===== src/rtl/lsu_unit_pkg.sv =====
// Shared types for the load/store unit.
//   mem_size_t  : access width carried with each memory request
//   lsu_state_t : LSU control FSM states
//   STRB_W      : number of byte lanes in a data word
package lsu_unit_pkg;

  localparam int unsigned STRB_W = 4;

  // 2'b11 is not a legal access size; the LSU reports it as misaligned.
  typedef enum logic [1:0] {
    MEM_SIZE_B    = 2'b00,
    MEM_SIZE_H    = 2'b01,
    MEM_SIZE_W    = 2'b10,
    MEM_SIZE_RSVD = 2'b11
  } mem_size_t;

  typedef enum logic [1:0] {
    IDLE,
    DC_REQ,
    DC_WAIT,
    RESP
  } lsu_state_t;

endpackage


===== src/rtl/lsu_unit_if.sv =====
// Bus bundle between the control unit, the LSU and the data cache.
//   req_*  / resp_* : control-unit request and response
//   dc_*            : data-cache request, write data, response
// Modports:
//   slave  : the LSU side (accepts requests, drives the dcache)
//   master : the environment side (control unit + dcache)
interface lsu_unit_if
  import lsu_unit_pkg::*;
#(
  parameter int unsigned DATA_WIDTH = 32
);

  logic                  req_valid;
  logic                  req_ready;
  logic                  req_we;
  logic [DATA_WIDTH-1:0] req_addr;
  logic [DATA_WIDTH-1:0] req_wdata;
  mem_size_t             req_size;
  logic                  req_sign;

  logic                  resp_valid;
  logic [DATA_WIDTH-1:0] resp_rdata;
  logic                  resp_err;

  logic                  dc_req_valid;
  logic                  dc_req_ready;
  logic                  dc_we;
  logic [DATA_WIDTH-1:0] dc_addr;
  logic [DATA_WIDTH-1:0] dc_wdata;
  logic [STRB_W-1:0]     dc_wstrb;
  logic                  dc_resp_valid;
  logic [DATA_WIDTH-1:0] dc_rdata;

  modport slave (
    input  req_valid, req_we, req_addr, req_wdata, req_size, req_sign,
    output req_ready,
    output resp_valid, resp_rdata, resp_err,
    output dc_req_valid, dc_we, dc_addr, dc_wdata, dc_wstrb,
    input  dc_req_ready, dc_resp_valid, dc_rdata
  );

  modport master (
    output req_valid, req_we, req_addr, req_wdata, req_size, req_sign,
    input  req_ready,
    input  resp_valid, resp_rdata, resp_err,
    input  dc_req_valid, dc_we, dc_addr, dc_wdata, dc_wstrb,
    output dc_req_ready, dc_resp_valid, dc_rdata
  );

endinterface


===== src/rtl/lsu_unit_align.sv =====
// lsu_align: purely combinational datapath helpers for the LSU.
//   chk_addr/chk_size -> misaligned : alignment check of an incoming request
//   addr/size/wdata   -> lane_wdata, lane_wstrb : store lane replication
//   addr/size/sign/rdata -> load_data : load lane extraction + extension
// Only a 32-bit data path (four byte lanes) is supported.
module lsu_align
  import lsu_unit_pkg::*;
#(
  parameter int unsigned DATA_WIDTH = 32
) (
  input  logic [1:0]            chk_addr,
  input  mem_size_t             chk_size,
  output logic                  misaligned,

  input  logic [1:0]            addr,
  input  mem_size_t             size,
  input  logic                  sign,
  input  logic [DATA_WIDTH-1:0] wdata,
  input  logic [DATA_WIDTH-1:0] rdata,
  output logic [DATA_WIDTH-1:0] lane_wdata,
  output logic [STRB_W-1:0]     lane_wstrb,
  output logic [DATA_WIDTH-1:0] load_data
);

  logic [7:0]  byte_sel;
  logic [15:0] half_sel;

  always_comb begin
    misaligned = 1'b1;
    case (chk_size)
      MEM_SIZE_B: misaligned = 1'b0;
      MEM_SIZE_H: misaligned = chk_addr[0];
      MEM_SIZE_W: misaligned = |chk_addr;
      default:    misaligned = 1'b1;
    endcase
  end

  always_comb begin
    lane_wdata = '0;
    lane_wstrb = '0;
    case (size)
      MEM_SIZE_B: begin
        lane_wdata = {4{wdata[7:0]}};
        lane_wstrb = 4'b0001 << addr;
      end
      MEM_SIZE_H: begin
        lane_wdata = {2{wdata[15:0]}};
        lane_wstrb = 4'b0011 << addr;
      end
      MEM_SIZE_W: begin
        lane_wdata = wdata;
        lane_wstrb = 4'b1111;
      end
      default: begin
        lane_wdata = '0;
        lane_wstrb = '0;
      end
    endcase
  end

  always_comb begin
    byte_sel  = rdata[{addr, 3'b000} +: 8];
    half_sel  = addr[1] ? rdata[31:16] : rdata[15:0];
    load_data = '0;
    case (size)
      MEM_SIZE_B: load_data = sign ? {{24{byte_sel[7]}}, byte_sel} : {24'b0, byte_sel};
      MEM_SIZE_H: load_data = sign ? {{16{half_sel[15]}}, half_sel} : {16'b0, half_sel};
      MEM_SIZE_W: load_data = rdata;
      default:    load_data = '0;
    endcase
  end

endmodule


===== src/rtl/lsu_unit.sv =====
// lsu_unit: load/store unit between the multicycle control unit and the dcache.
// Accepts one request in IDLE, rejects misaligned/undefined-size accesses
// without touching the dcache, otherwise issues one word-aligned dcache
// transaction with byte strobes and returns extended load data (0 for
// stores/errors) as a one-cycle resp_valid pulse.
//   clk, rst_n : clock, asynchronous active-low reset
//   bus        : lsu_unit_if.slave (req_*, resp_*, dc_* signals)
module lsu_unit
  import lsu_unit_pkg::*;
#(
  parameter int unsigned DATA_WIDTH = 32
) (
  input logic       clk,
  input logic       rst_n,
  lsu_unit_if.slave bus
);

  lsu_state_t state_q, state_d;

  // Request fields latched at accept; all dc_* outputs decode from these.
  logic                  we_q;
  logic                  sign_q;
  logic [DATA_WIDTH-1:0] addr_q;
  logic [DATA_WIDTH-1:0] wdata_q;
  mem_size_t             size_q;

  logic [DATA_WIDTH-1:0] rdata_q;
  logic                  err_q;

  logic                  req_misaligned;
  logic [DATA_WIDTH-1:0] lane_wdata;
  logic [STRB_W-1:0]     lane_wstrb;
  logic [DATA_WIDTH-1:0] load_data;

  lsu_align #(.DATA_WIDTH(DATA_WIDTH)) u_align (
    .chk_addr   (bus.req_addr[1:0]),
    .chk_size   (bus.req_size),
    .misaligned (req_misaligned),
    .addr       (addr_q[1:0]),
    .size       (size_q),
    .sign       (sign_q),
    .wdata      (wdata_q),
    .rdata      (bus.dc_rdata),
    .lane_wdata (lane_wdata),
    .lane_wstrb (lane_wstrb),
    .load_data  (load_data)
  );

  always_ff @(posedge clk or negedge rst_n) begin
    if (!rst_n) state_q <= IDLE;
    else        state_q <= state_d;
  end

  always_comb begin
    state_d          = state_q;
    bus.req_ready    = 1'b0;
    bus.resp_valid   = 1'b0;
    bus.dc_req_valid = 1'b0;
    bus.dc_we        = 1'b0;
    bus.dc_addr      = '0;
    bus.dc_wdata     = '0;
    bus.dc_wstrb     = '0;
    case (state_q)
      IDLE: begin
        bus.req_ready = 1'b1;
        if (bus.req_valid) state_d = req_misaligned ? RESP : DC_REQ;
      end
      DC_REQ: begin
        bus.dc_req_valid = 1'b1;
        bus.dc_we        = we_q;
        bus.dc_addr      = {addr_q[DATA_WIDTH-1:2], 2'b00};
        bus.dc_wdata     = we_q ? lane_wdata : '0;
        bus.dc_wstrb     = we_q ? lane_wstrb : '0;
        if (bus.dc_req_ready) state_d = DC_WAIT;
      end
      DC_WAIT: begin
        if (bus.dc_resp_valid) state_d = RESP;
      end
      RESP: begin
        bus.resp_valid = 1'b1;
        state_d        = IDLE;
      end
      default: state_d = IDLE;
    endcase
  end

  // Response register is only non-zero during RESP, so resp_rdata/resp_err
  // read as zero whenever resp_valid is low.
  always_ff @(posedge clk or negedge rst_n) begin
    if (!rst_n) begin
      we_q    <= 1'b0;
      sign_q  <= 1'b0;
      addr_q  <= '0;
      wdata_q <= '0;
      size_q  <= MEM_SIZE_B;
      rdata_q <= '0;
      err_q   <= 1'b0;
    end else begin
      case (state_q)
        IDLE: begin
          if (bus.req_valid) begin
            we_q    <= bus.req_we;
            sign_q  <= bus.req_sign;
            addr_q  <= bus.req_addr;
            wdata_q <= bus.req_wdata;
            size_q  <= bus.req_size;
            rdata_q <= '0;
            err_q   <= req_misaligned;
          end
        end
        DC_WAIT: begin
          if (bus.dc_resp_valid) begin
            rdata_q <= we_q ? '0 : load_data;
            err_q   <= 1'b0;
          end
        end
        RESP: begin
          rdata_q <= '0;
          err_q   <= 1'b0;
        end
        default: ;
      endcase
    end
  end

  assign bus.resp_rdata = rdata_q;
  assign bus.resp_err   = err_q;

endmodule

===== src/flat_wrapper.sv =====
// flat-port wrapper written by rule: the top's interface ports become plain ports
module lsu_unit_flat import lsu_unit_pkg::*;
#(
  parameter int unsigned DATA_WIDTH = 32
)
  (clk, rst_n, bus_req_valid, bus_req_we, bus_req_addr, bus_req_wdata, bus_req_size, bus_req_sign, bus_req_ready, bus_resp_valid, bus_resp_rdata, bus_resp_err, bus_dc_req_valid, bus_dc_we, bus_dc_addr, bus_dc_wdata, bus_dc_wstrb, bus_dc_req_ready, bus_dc_resp_valid, bus_dc_rdata);
  lsu_unit_if #(.DATA_WIDTH(DATA_WIDTH)) bus_i ();
  input logic clk;
  input logic rst_n;
  input wire logic [$bits(bus_i.req_valid)-1:0] bus_req_valid;
  input wire logic [$bits(bus_i.req_we)-1:0] bus_req_we;
  input wire logic [$bits(bus_i.req_addr)-1:0] bus_req_addr;
  input wire logic [$bits(bus_i.req_wdata)-1:0] bus_req_wdata;
  input wire logic [$bits(bus_i.req_size)-1:0] bus_req_size;
  input wire logic [$bits(bus_i.req_sign)-1:0] bus_req_sign;
  output wire logic [$bits(bus_i.req_ready)-1:0] bus_req_ready;
  output wire logic [$bits(bus_i.resp_valid)-1:0] bus_resp_valid;
  output wire logic [$bits(bus_i.resp_rdata)-1:0] bus_resp_rdata;
  output wire logic [$bits(bus_i.resp_err)-1:0] bus_resp_err;
  output wire logic [$bits(bus_i.dc_req_valid)-1:0] bus_dc_req_valid;
  output wire logic [$bits(bus_i.dc_we)-1:0] bus_dc_we;
  output wire logic [$bits(bus_i.dc_addr)-1:0] bus_dc_addr;
  output wire logic [$bits(bus_i.dc_wdata)-1:0] bus_dc_wdata;
  output wire logic [$bits(bus_i.dc_wstrb)-1:0] bus_dc_wstrb;
  input wire logic [$bits(bus_i.dc_req_ready)-1:0] bus_dc_req_ready;
  input wire logic [$bits(bus_i.dc_resp_valid)-1:0] bus_dc_resp_valid;
  input wire logic [$bits(bus_i.dc_rdata)-1:0] bus_dc_rdata;
  assign bus_i.req_valid = bus_req_valid;
  assign bus_i.req_we = bus_req_we;
  assign bus_i.req_addr = bus_req_addr;
  assign bus_i.req_wdata = bus_req_wdata;
  assign bus_i.req_size = bus_req_size;
  assign bus_i.req_sign = bus_req_sign;
  assign bus_req_ready = bus_i.req_ready;
  assign bus_resp_valid = bus_i.resp_valid;
  assign bus_resp_rdata = bus_i.resp_rdata;
  assign bus_resp_err = bus_i.resp_err;
  assign bus_dc_req_valid = bus_i.dc_req_valid;
  assign bus_dc_we = bus_i.dc_we;
  assign bus_dc_addr = bus_i.dc_addr;
  assign bus_dc_wdata = bus_i.dc_wdata;
  assign bus_dc_wstrb = bus_i.dc_wstrb;
  assign bus_i.dc_req_ready = bus_dc_req_ready;
  assign bus_i.dc_resp_valid = bus_dc_resp_valid;
  assign bus_i.dc_rdata = bus_dc_rdata;
  lsu_unit #(.DATA_WIDTH(DATA_WIDTH)) u_core (.clk(clk), .rst_n(rst_n), .bus(bus_i));
endmodule

===== config.mk =====
export PLATFORM = sky130hd
export DESIGN_NAME = lsu_unit_flat
export DESIGN_NICKNAME = d
export VERILOG_FILES = /design/src/rtl/lsu_unit_pkg.sv /design/src/rtl/lsu_unit_if.sv /design/src/rtl/lsu_unit_align.sv /design/src/rtl/lsu_unit.sv /design/src/flat_wrapper.sv
export SDC_FILE = /design/constraint.sdc
export NUM_CORES = 1
export LEC_CHECK = 0
export BUFFER_PORTS_ARGS = -buffer_cell sky130_fd_sc_hd__buf_2
export CAP_MARGIN = 20
export CORE_UTILIZATION = 25
export DETAILED_ROUTE_END_ITERATION = 6
export SYNTH_ARGS = -nofsm -noshare
export SYNTH_HDL_FRONTEND = slang
export SYNTH_SLANG_ARGS = --single-unit

===== constraint.sdc =====
create_clock -name clk -period 1.8 [get_ports clk]
set_input_delay 0.18 -clock clk [delete_from_list [all_inputs] [get_ports clk]]
set_output_delay 0.18 -clock clk [all_outputs]
set_load 0.005 [all_outputs]

==> results of run 1 <==
through the flow:
step / power [mW] / hold slack, ps / area [µm²]
global placement: 8.931 / 191.8 / 6740
CTS: 12.04 / 34.95 / 7448
detailed placement: 9.025 / 201.6 / 6740
global route: 13.30 / 31.74 / 7712
finish: 12.50 / 45.80 / 7715
floorplan: 6.973 / -115.6 / 5182
worst max path at each step:
stage | startpoint | endpoint | slack (ps)
2_1_floorplan | u_core.state_q[0]$_DFFE_PN0P_ | u_core.bus.resp_rdata[16]$_DFFE_PN0P_ | 20
3_3_place_gp | u_core.state_q[0]$_DFFE_PN0P_ | u_core.bus.resp_rdata[23]$_DFFE_PN0P_ | -380
3_5_place_dp | u_core.state_q[0]$_DFFE_PN0P_ | u_core.bus.resp_rdata[19]$_DFFE_PN0P_ | -430
4_1_cts | u_core.state_q[1]$_DFFE_PN0P_ | bus_dc_wstrb[0] | -120
5_1_grt | u_core.state_q[0]$_DFFE_PN0P_ | bus_dc_wdata[5] | -190
6_report | u_core.state_q[1]$_DFFE_PN0P_ | bus_dc_wdata[0] | -120
power breakdown:
group	switching, mW	leakage [nW]	total (mW)	internal, mW
combinational	3.01	2.36	6.51	3.51
sequential	0.666	1.28	3.98	3.31
clock	0.937	0.138	2.01	1.07
total	4.61	3.78	12.5	7.88
repair_timing:
item / 4_1_cts / 5_1_grt
endpoints found under the setup margin: 95 / 146
hold buffers: 1 / 0
setup buffers: 11 / 6
gates cloned: 4 / 4
gates resized for setup: 50 / 41
hold endpoints to repair: 33 / 0
pin swaps: 16 / 20
sequential cells by signal (all words and copies together) (netlist names):
signal and flops:
u_core.wdata_q 32, u_core.bus.resp_rdata 32, u_core.we_q 1, u_core.sign_q 1
u_core.addr_q 32, u_core.state_q 2, u_core.size_q 2, u_core.bus.resp_err 1
worst max-delay path, stage by stage, from the launching register on:
cell and delay, ps:
sky130_fd_sc_hd__dfrtp_1 400, sky130_fd_sc_hd__inv_2 70, sky130_fd_sc_hd__buf_6 100, sky130_fd_sc_hd__ha_4 150, sky130_fd_sc_hd__nand2_4 60, sky130_fd_sc_hd__a21oi_4 120
sky130_fd_sc_hd__buf_6 140, sky130_fd_sc_hd__buf_12 110, sky130_fd_sc_hd__and2_4 130, sky130_fd_sc_hd__buf_2 100
area by class of cell:
type	count	area (µm²)	area share (%)
clock buffer	9	225.2	2.919
sequential	103	2580	33.44
clock inverter	5	60.06	0.7785
multi-input combinational	310	2694	34.92
inverter	5	18.77	0.2433
timing repair buffer	263	1797	23.29
antenna	1	2.502	0.03244
tap	270	337.8	4.379
Yosys cell counts (6+ instances only):
| master | n | area [µm²] |
|---|---|---|
| sky130_fd_sc_hd__ha_1 | 6 | 75.07 |
| sky130_fd_sc_hd__mux2_2 | 83 | 934.7 |
| sky130_fd_sc_hd__a21oi_1 | 23 | 115.1 |
| sky130_fd_sc_hd__o21ai_0 | 8 | 40.04 |
| sky130_fd_sc_hd__and2_1 | 38 | 237.7 |
| sky130_fd_sc_hd__a221o_1 | 7 | 70.07 |
| sky130_fd_sc_hd__dfrtp_1 | 103 | 2577 |
| sky130_fd_sc_hd__clkbuf_1 | 15 | 56.30 |
| sky130_fd_sc_hd__o221ai_1 | 8 | 70.07 |
| sky130_fd_sc_hd__nand2_1 | 47 | 176.4 |
| sky130_fd_sc_hd__mux2i_1 | 10 | 100.1 |
| sky130_fd_sc_hd__buf_1 | 6 | 22.52 |
| sky130_fd_sc_hd__nor2_1 | 16 | 60.06 |
| sky130_fd_sc_hd__buf_2 | 9 | 45.04 |
| sky130_fd_sc_hd__a221o_2 | 9 | 101.4 |
| sky130_fd_sc_hd__a22oi_1 | 16 | 120.1 |
cells by family (layout without fill, tap and decap cells):
| group | count (synthesis) | in the layout |
|---|---|---|
| and+or+nand+nor | 117 | 117 |
| DFF | 103 | 103 |
| muxes | 95 | 95 |
| AOI/OAI and AO/OA | 90 | 90 |
| buffers and inverters | 38 | 282 |
| adders and majority gates | 6 | 6 |
| other | 1 | 3 |
metal layers:
metal	GRT usage, %	routed length, µm	vias up
met2	25.41	8131	172
met4	5.684	337	2
met3	5.298	1208	24
met1	19.37	7391	2257
met5	0	13	-
li1	-	-	2105
==> parameters.txt, run 1 <==
Parameter                              Value

Run status
  Run status    finished with violations
  Violations in the final reports    negative setup slack

Clock tree
  Worst-Skew Late Latency    350 ps
  Number of buffers between clock root and the deepest sink    2
  CTS tree    done
  Cell chosen for the clock root    sky130_fd_sc_hd__clkbuf_16
  Number of sinks handled by clock tree synthesis    about 100
  H-tree levels    3
  Clock edge transition at the registers on the reported setup and hold paths    80 ps
  TritonCTS buffer count    9

Drt
  Post-DR wirelength/cell    17.68 µm
  Post-route DRC violation count    0
  Detailed-route via count    4560
  Number of antenna-violating nets in the routed design    0
  Total Routed Length    approximately 17000 µm
  Detailed router's first-iteration violation count    roughly 150
  Length of the first detailed-routing pass in iterations    4
  Number of vias per cell    4.720

Global route
  Global-route congestion overflow total    0
  Largest net degree at the start of global routing    37
  Global-route wire length before repair    25900 µm
  GRT Overall Usage    15.70%
  Number of antenna violations at the first check in global routing    2
  Via count of the first global-routing pass    around 4600

Synthesis
  Post-synthesis instance area    5177 µm²
  Fraction of the mapped netlist area in compound gates    13.19%
  Cell count after synthesis    450
  Basic-gate share of the synthesized area counting and, or, nand and nor cells    11.53%
  Number of enable-type register cells in the synthesized netlist    0
  Syn avg cell area    11.51 µm²
  Synthesized-area fraction occupied by adder cells    ~1.4%
  FF+latch count, synth    103
  Ys async rst share    between 90% and 100%
  Post-synthesis mux area share    20.71%
  Number of distinct library cell variants in the gate-level netlist after synthesis    47
  Xor/xnor cell area share of the yosys netlist    0%
  Count of yosys warnings during synthesis    0
  Leading register cell type out of synthesis    sky130_fd_sc_hd__dfrtp_1
  Post-synthesis sequential area ratio    49.78%
  Main combinational cell family by area after synthesis    multiplexers

Critical path
  Arrival @ worst endpoint    1740 ps
  Maximum fanout along the worst path    4
  Kind of launch point of the worst setup path    flop
  CP Capture Type    primary output
  Critical path start-end classification    reg -> out
  Startpoint of the worst-slack reg-to-reg timing path    u_core.state_q[0]$_DFFE_PN0P_
  Setup slack of the worst register-to-register path    -70 ps
  R2r worst-path depth    6
  Worst Path Required    1620 ps
  Reg-to-reg critical path endpoint    u_core.bus.resp_rdata[4]$_DFFE_PN0P_

Timing
  Time the final worst path needs with I/O delays and setup    1918 ps
  Fin Setup TNS    -3065 ps
  Final setup fails    between 80 and 90
  Final Hold Violating Endpoints    0
  Final worst clock skew    8.546 ps
  Highest clock frequency the design can meet    0.5213 GHz
  Slew at the pin closest to its max-slew limit    547.8 ps
  Unrepaired setup endpoints after global routing    true
  Period utilization    106.6%
  Worst max-slew margin expressed relative to the limit    63.48%
  Worst path setup slack after routing    -118.4 ps
  Final Max Tran Viols    0

Final layout
  Number of inserted filler cells in the final layout    between 2000 and 2500
  Number of cells in the finished layout apart from fillers    between 900 and 1000
  Growth of design area from synthesis to finish    49.01%
  Util after Layout    38.01%
  Leading cell types in the layout, fill and taps excluded    sky130_fd_sc_hd__buf_2, sky130_fd_sc_hd__dfrtp_1, sky130_fd_sc_hd__mux2_2
  Fraction of layout cells with a size suffix above 1    61.58%
  Most common library cell in the layout ignoring fill and taps    sky130_fd_sc_hd__buf_2
  Post-layout net count    803

Floorplanning
  Horiz. Die Dim    145.9 µm
  Starting density of the core    25.51%
  Standard cell core area    20300 µm²
  Vertical extent of the die    145.9 µm
  Number of top-level pins    210
  Die outline area    21290 µm²
  Number of rows in the core area    52

Power and ir drop
  Cell leakage power    3.777 nW
  Max IR drop VDD    0.7157 mV
  Power per Cell Area    1620 nW/µm²

Worst hold path
  Cell depth of the worst hold path    2
  Min-Delay Startpoint    bus_req_wdata[21]
  Hold Path Sink    u_core.wdata_q[21]$_DFFE_PN0P_
  Path type of the worst min-delay path    in -> reg

Place
  Total half-perimeter wirelength after legalization and detailed placement    ~12000 µm
  Number of cells in the design after placement    928
  Post-Place Setup Slack    -433.4 ps
  Weighted congestion reported at the end of routability-driven placement    0.7719
  Port-buffer cells    207

Job
  Max-cap violations    0
No activity file was read; power rests on OpenSTA's default activity.
==> run 2: changes to the inputs <==
Settings changed: GPL_TIMING_DRIVEN from default to 0.
==> parameters.txt, run 2 (synthesis gave the netlist of run 1 again) <==
Parameter                              Value

Run status
  Run status    finished with violations
  Violations in the final reports    negative setup slack

Worst hold path
  Min-Delay Startpoint    bus_req_wdata[29]
  Hold Path Sink    u_core.wdata_q[29]$_DFFE_PN0P_
  Cell depth of the worst hold path    2 (unchanged)
  Path type of the worst min-delay path    in -> reg

Clock tree
  Number of sinks handled by clock tree synthesis    103 (unchanged)
  CTS tree    done
  Cell chosen for the clock root    sky130_fd_sc_hd__clkbuf_16
  TritonCTS buffer count    9 (unchanged)
  H-tree levels    3 (unchanged)
  Clock edge transition at the registers on the reported setup and hold paths    80 ps (about the same)
  Worst-Skew Late Latency    360 ps (about the same)
  Number of buffers between clock root and the deepest sink    2 (unchanged)

Timing
  Final Max Tran Viols    0 (unchanged)
  Final Hold Violating Endpoints    0 (unchanged)
  Period utilization    107.2% (+0.63 points)
  Unrepaired setup endpoints after global routing    true
  Final setup fails    53 (-35%)
  Worst path setup slack after routing    -129.8 ps (-11.40 ps)
  Slew at the pin closest to its max-slew limit    570.4 ps (+22.62 ps)
  Highest clock frequency the design can meet    0.5182 GHz (-0.59%)
  Time the final worst path needs with I/O delays and setup    1930 ps (+11.40 ps)
  Worst max-slew margin expressed relative to the limit    61.97% (-1.5 points)
  Final worst clock skew    12.20 ps (+3.653 ps)

Critical path
  R2r worst-path depth    7 (+1)
  Worst Path Required    1620 ps (about the same)
  Kind of launch point of the worst setup path    flop
  Cell-by-cell listing of the critical path    inv_2, ha_4, nand2_8, a21oi_4, buf_8, o21a_1, buf_2
  CP Capture Type    primary output
  Largest stage delay on the critical path    390 ps (about the same)
  Arrival @ worst endpoint    1750 ps (about the same)
  Reg-to-reg critical path endpoint    u_core.bus.resp_rdata[23]$_DFFE_PN0P_
  Critical path start-end classification    reg -> out
  Maximum fanout along the worst path    5 (+1)
  Slowest library cell on the worst path    sky130_fd_sc_hd__dfrtp_1
  Setup slack of the worst register-to-register path    -60 ps (about the same)
  Startpoint of the worst-slack reg-to-reg timing path    u_core.state_q[1]$_DFFE_PN0P_

Final layout
  Number of cells in the finished layout apart from fillers    981 (+1.6%)
  Most common library cell in the layout ignoring fill and taps    sky130_fd_sc_hd__buf_2
  Leading cell types in the layout, fill and taps excluded    sky130_fd_sc_hd__buf_2, sky130_fd_sc_hd__dfrtp_1, sky130_fd_sc_hd__mux2_2
  Util after Layout    38.50% (+0.50 points)
  Layout Cell Area excl Fill    7816 µm² (+1.3%)
  Fraction of layout cells with a size suffix above 1    63.38% (+1.8 points)
  Post-layout net count    816 (+1.6%)
  Growth of design area from synthesis to finish    50.97%

Drt
  Number of antenna-violating nets in the routed design    0 (unchanged)
  Number of vias per cell    4.591 (-2.7%)
  Total Routed Length    17200 µm (+0.70%)
  Detailed-route via count    4504 (-1.2%)
  Detailed router's first-iteration violation count    174 (+14%)
  Post-route DRC violation count    0 (unchanged)
  Post-DR wirelength/cell    17.54 µm (-0.84%)
  Length of the first detailed-routing pass in iterations    4 (unchanged)

Global route
  Largest net degree at the start of global routing    66 (+78%)
  Global-route wire length before repair    25790 µm (-0.42%)
  Via count of the first global-routing pass    4540 (-1.6%)
  Global-route congestion overflow total    0 (unchanged)
  GRT Overall Usage    15.98% (+0.28 points)
  Number of antenna violations at the first check in global routing    2 (unchanged)

Floorplanning
  Die outline area    21290 µm² (unchanged)
  Starting density of the core    25.51% (unchanged)
  Number of top-level pins    210 (unchanged)
  Vertical extent of the die    145.9 µm (unchanged)
  Standard cell core area    20300 µm² (unchanged)
  Number of rows in the core area    52 (unchanged)
  Horiz. Die Dim    145.9 µm (unchanged)

Power and ir drop
  Cell leakage power    3.853 nW (+2.0%)
  Power per Cell Area    1626 nW/µm² (+0.37%)
  Total power    12.71 mW (+1.7%)
  Max IR drop VDD    0.6285 mV (-12%)

Job
  Max-cap violations    0 (unchanged)

Place
  Weighted congestion reported at the end of routability-driven placement    0.8000 (+3.6%)
  Post-Place Setup Slack    -711.6 ps (-278.3 ps)
  Post-place instance area    6590 µm² (-2.2%)
  Number of cells in the design after placement    929 (+0.11%)
  Port-buffer cells    207 (unchanged)
  Total half-perimeter wirelength after legalization and detailed placement    12450 µm (+7.1%)
==> run 2: cell types whose count changed in the layout (fill, tap and decap cells not counted), moves of 6 or more <==
cell / previous run / this run
sky130_fd_sc_hd__a22oi_1: 14 / 8
sky130_fd_sc_hd__nand2_4: 6 / 13
sky130_fd_sc_hd__o221ai_2: 7 / 0
sky130_fd_sc_hd__buf_12: 14 / 4
sky130_fd_sc_hd__buf_2: 202 / 209
sky130_fd_sc_hd__o221ai_1: 1 / 8
sky130_fd_sc_hd__a22oi_2: 2 / 8
==> run 2: how the worst max path moves through the flow <==
stage / slack, ps / startpoint / end
floorplan: 20 / u_core.state_q[0]$_DFFE_PN0P_ / u_core.bus.resp_rdata[16]$_DFFE_PN0P_
global placement: -830 / rst_n / u_core.wdata_q[7]$_DFFE_PN0P_
detailed placement: -710 / u_core.state_q[1]$_DFFE_PN0P_ / bus_dc_wstrb[1]
CTS: -200 / u_core.state_q[1]$_DFFE_PN0P_ / bus_dc_wstrb[1]
global route: -230 / u_core.size_q[1]$_DFFE_PN0P_ / bus_dc_wdata[23]
finish: -130 / u_core.state_q[1]$_DFFE_PN0P_ / bus_dc_wstrb[1]
==> run 2: what timing repair did <==
| item | CTS | global route |
|---|---|---|
| pin swaps | 5 | 47 |
| hold endpoints to repair | 38 | 0 |
| hold buffers | 1 | 0 |
| setup buffers | 18 | 13 |
| endpoints found under the setup margin | 160 | 100 |
| cloned | 2 | 4 |
| resized for setup | 74 | 91 |
==> run 2: stage by stage <==
step,hold slack [ps],setup TNS (ps)
detailed placement,125.4,-31920
finish,36.41,-2532
CTS,22.60,-5363
floorplan,-115.6,0
global route,18.83,-8702
global placement,411.2,-117080
==> run 2: cell type report <==
cell class	count	area [µm²]
Buffer	31	315.3
Clock inverter	7	86.33
Timing Repair Buffer	245	1475
Sequential cell	103	2580
Multi-Input combinational cell	310	2769
Fill cell	2047	12480
Clock buffer	9	225.2
Tap cell	270	337.8
Antenna cell	1	2.502
Inverter	5	25.02
==> run 2: worst max-delay path, delay by kind of cell, from the launching register on <==
kind,cells,cell delay (ps)
AOI/OAI and AO/OA,2,360
adders and majority gates,1,180
DFF,1,390
and+or+nand+nor,1,70
buffers and inverters,3,380
==> run 2: report_power, final <==
group / switching (mW) / internal [mW] / total, mW
Clock: 1.02 / 1.12 / 2.13
Sequential: 0.729 / 3.31 / 4.04
Combinational: 3.07 / 3.46 / 6.54
Total: 4.82 / 7.89 / 12.7
==> run 2: per-layer routing <==
layer  share of wire [%]  vias to the layer above  GRT usage, %
li1                    -                     2124             -
met3                 7.1                       22         5.235
met1                  44                     2195         20.39
met5               0.076                        -             0
met2                  47                      161         24.98
met4                 2.0                        2         6.211
==> run 3: changes to the inputs <==
Settings changed: CELL_PAD_IN_SITES_DETAIL_PLACEMENT from default to 2, CELL_PAD_IN_SITES_GLOBAL_PLACEMENT from default to 2, PLACE_DENSITY_LB_ADDON from default to 0.1.
==> parameters.txt, run 3 (synthesis gave the netlist of run 1 again) <==
Parameter                              Value

Run status
  Run status    finished with violations
  Violations in the final reports    negative setup slack

Global route
  Global-route wire length before repair    30750 µm (+19%)
  Global-route track usage on met2    34.09% (+9.1 points)
  Via count of the first global-routing pass    5317 (+17%)
  GRT Overall Usage    18.93% (+2.9 points)
  Number of antenna violations at the first check in global routing    0 (-2)
  Top Usage Layer GRT    met2
  GR Util met3    4.389% (-0.85 points)
  Global-route congestion overflow total    0 (unchanged)
  Met1 GRT Util    22.71% (+2.3 points)
  Largest net degree at the start of global routing    55 (-17%)

Critical path
  Critical path start-end classification    reg -> out
  Cell-by-cell listing of the critical path    inv_2, ha_4, nand2_8, a21oi_4, buf_8, o21a_1, buf_6
  Cell family with most CP delay    flip-flops
  Slowest library cell on the worst path    sky130_fd_sc_hd__dfrtp_1
  Maximum fanout along the worst path    5 (unchanged)
  Kind of launch point of the worst setup path    flop
  Largest stage delay on the critical path    410 ps (+20 ps)
  Number of buffer and inverter instances along the worst setup path    3 (unchanged)
  Setup slack of the worst register-to-register path    -100 ps (-40 ps)
  Worst Path Required    1620 ps (about the same)
  Arrival @ worst endpoint    1750 ps (about the same)
  CP Capture Type    primary output
  R2r worst-path depth    7 (unchanged)
  Startpoint of the worst-slack reg-to-reg timing path    u_core.state_q[0]$_DFFE_PN0P_
  Reg-to-reg critical path endpoint    u_core.bus.resp_rdata[24]$_DFFE_PN0P_

Worst hold path
  Cell depth of the worst hold path    2 (unchanged)
  Min-Delay Startpoint    bus_req_wdata[9]
  Path type of the worst min-delay path    in -> reg
  Hold Path Sink    u_core.wdata_q[9]$_DFFE_PN0P_

Drt
  Number of vias per cell    4.688 (+2.1%)
  Total Routed Length    20270 µm (+18%)
  Post-DR wirelength/cell    20.57 µm (+17%)
  Post-route DRC violation count    0 (unchanged)
  Number of antenna-violating nets in the routed design    0 (unchanged)
  Detailed router's first-iteration violation count    115 (-34%)
  Length of the first detailed-routing pass in iterations    4 (unchanged)
  Detailed-route via count    4618 (+2.5%)

Clock tree
  Cell chosen for the clock root    sky130_fd_sc_hd__clkbuf_16
  H-tree levels    3 (unchanged)
  Worst-Skew Late Latency    360 ps (about the same)
  Number of sinks handled by clock tree synthesis    103 (unchanged)
  CTS tree    done
  Number of buffers between clock root and the deepest sink    2 (unchanged)
  TritonCTS buffer count    9 (unchanged)
  Clock edge transition at the registers on the reported setup and hold paths    80 ps (about the same)

Timing
  Slew at the pin closest to its max-slew limit    548.2 ps (-22.22 ps)
  Final worst clock skew    16.26 ps (+4.060 ps)
  Highest clock frequency the design can meet    0.5183 GHz (about the same)
  Worst max-slew margin expressed relative to the limit    63.46% (+1.5 points)
  Tightest hold margin    46.67 ps (+10.26 ps)
  Final setup fails    51 (-3.8%)
  Worst path setup slack after routing    -129.4 ps (+0.4410 ps)
  Fin Setup TNS    -3271 ps (-738.8 ps)
  Final Max Tran Viols    0 (unchanged)
  Time the final worst path needs with I/O delays and setup    1929 ps (-0.4410 ps)
  Period utilization    107.2% (about the same)
  Final Hold Violating Endpoints    0 (unchanged)
  Unrepaired setup endpoints after global routing    true

Final layout
  Post-layout net count    821 (+0.61%)
  Register Area    2581 µm² (about the same)
  Growth of design area from synthesis to finish    58.07%
  Most common library cell in the layout ignoring fill and taps    sky130_fd_sc_hd__buf_2
  Antenna diodes    0 (-1)
  Leading cell types in the layout, fill and taps excluded    sky130_fd_sc_hd__buf_2, sky130_fd_sc_hd__dfrtp_1, sky130_fd_sc_hd__mux2_2
  Fraction of layout cells with a size suffix above 1    68.95% (+5.6 points)
  Area of the multi-input gates    2943 µm² (+6.3%)
  Number of inserted filler cells in the final layout    2163 (+5.7%)

Power and ir drop
  Switching power    5.265 mW (+9.2%)
  Cell leakage power    3.930 nW (+2.0%)
  Sw Ratio    39.26% (+1.3 points)
  Power per Cell Area    1639 nW/µm² (+0.79%)
  Portion of total power attributed to combinational logic    54.8% (+3.3 points)
  Sequential share of power    30.5% (-1.3 points)
  Clock share of power    14.7% (-2.1 points)
  Internal Dissipation    8.145 mW (+3.3%)
  Max IR drop VDD    0.5043 mV (-20%)

Floorplanning
  Starting density of the core    25.51% (unchanged)
  Number of top-level pins    210 (unchanged)
  Standard cell core area    20300 µm² (unchanged)
  Horiz. Die Dim    145.9 µm (unchanged)
  Die outline area    21290 µm² (unchanged)
  Vertical extent of the die    145.9 µm (unchanged)
  Number of rows in the core area    52 (unchanged)

Place
  Total half-perimeter wirelength after legalization and detailed placement    14320 µm (+15%)
  Weighted congestion reported at the end of routability-driven placement    0.7734 (-3.3%)
  Port-buffer cells    207 (unchanged)

Job
  Max-cap violations    0 (unchanged)
-- run 3: layout make-up --
type / instances / share of cell area [%]
buffer: 30 / 4.571
clock buffer: 10 / 2.920
clock inverter: 6 / 0.6268
inverter: 5 / 0.3669
multi-input combinational: 310 / 35.96
sequential: 103 / 31.54
tap: 270 / 4.128
timing repair buffer: 251 / 19.89
-- run 3: worst register-to-register path: cells and delay by family (launching register included) --
kind / cells / cell delay [ps]
AOI/OAI and AO/OA: 2 / 390
adders and majority gates: 1 / 210
buffers and inverters: 2 / 320
DFF: 1 / 460
and+or+nand+nor: 2 / 450
-- run 3: power by group through the flow --
stage | logic (mW) | clock network [mW] | registers, mW
after floorplan | 3.22 | 0 | 3.76
after global placement | 4.82 | 0 | 3.89
after detailed placement | 4.98 | 0 | 3.97
after CTS | 6.41 | 2.05 | 4.05
after global routing | 7.92 | 2.13 | 4.21
final | 7.35 | 1.97 | 4.09
-- run 3: worst max-delay path by stage --
stage,start,endpoint,slack [ps],cells after the start
final,u_core.state_q[1]$_DFFE_PN0P_,bus_dc_wstrb[1],-130,7
after detailed placement,u_core.state_q[1]$_DFFE_PN0P_,bus_dc_wdata[6],-810,7
after global placement,rst_n,u_core.wdata_q[12]$_DFFE_PN0P_,-880,1
after floorplan,u_core.state_q[0]$_DFFE_PN0P_,u_core.bus.resp_rdata[16]$_DFFE_PN0P_,20,7
after CTS,u_core.state_q[1]$_DFFE_PN0P_,bus_dc_wstrb[1],-170,7
after global routing,u_core.state_q[1]$_DFFE_PN0P_,bus_dc_wstrb[0],-240,7
-- run 3: metrics by stage --
stage | utilization [%] | power [mW] | std cells | setup slack (ps) | instance area (µm²)
2_1_floorplan | - | 6.973 | 451 | 18.85 | 5182
3_3_place_gp | 32.30 | 8.712 | 928 | -875.2 | 6556
3_5_place_dp | 32.46 | 8.956 | 929 | -805.2 | 6590
4_1_cts | 37.68 | 12.52 | 972 | -166.8 | 7650
5_1_grt | 40.32 | 14.26 | 985 | -235.9 | 8184
6_report | 40.32 | 13.41 | 985 | -129.4 | 8184
-- run 3: metal layers --
layer,up-vias,share of wire (%)
li1,2136,-
met1,2356,42
met2,114,53
met3,12,4.3
met4,0,0.92
met5,-,0
-- run 3: what timing repair did --
item / CTS / global route
gates resized for setup: 153 / 99
buffers inserted: 24 / 11
hold endpoints to repair: 49 / 0
hold buffers: 1 / 0
setup endpoints to repair: 160 / 118
pin swaps: 55 / 15
gates cloned: 4 / 3
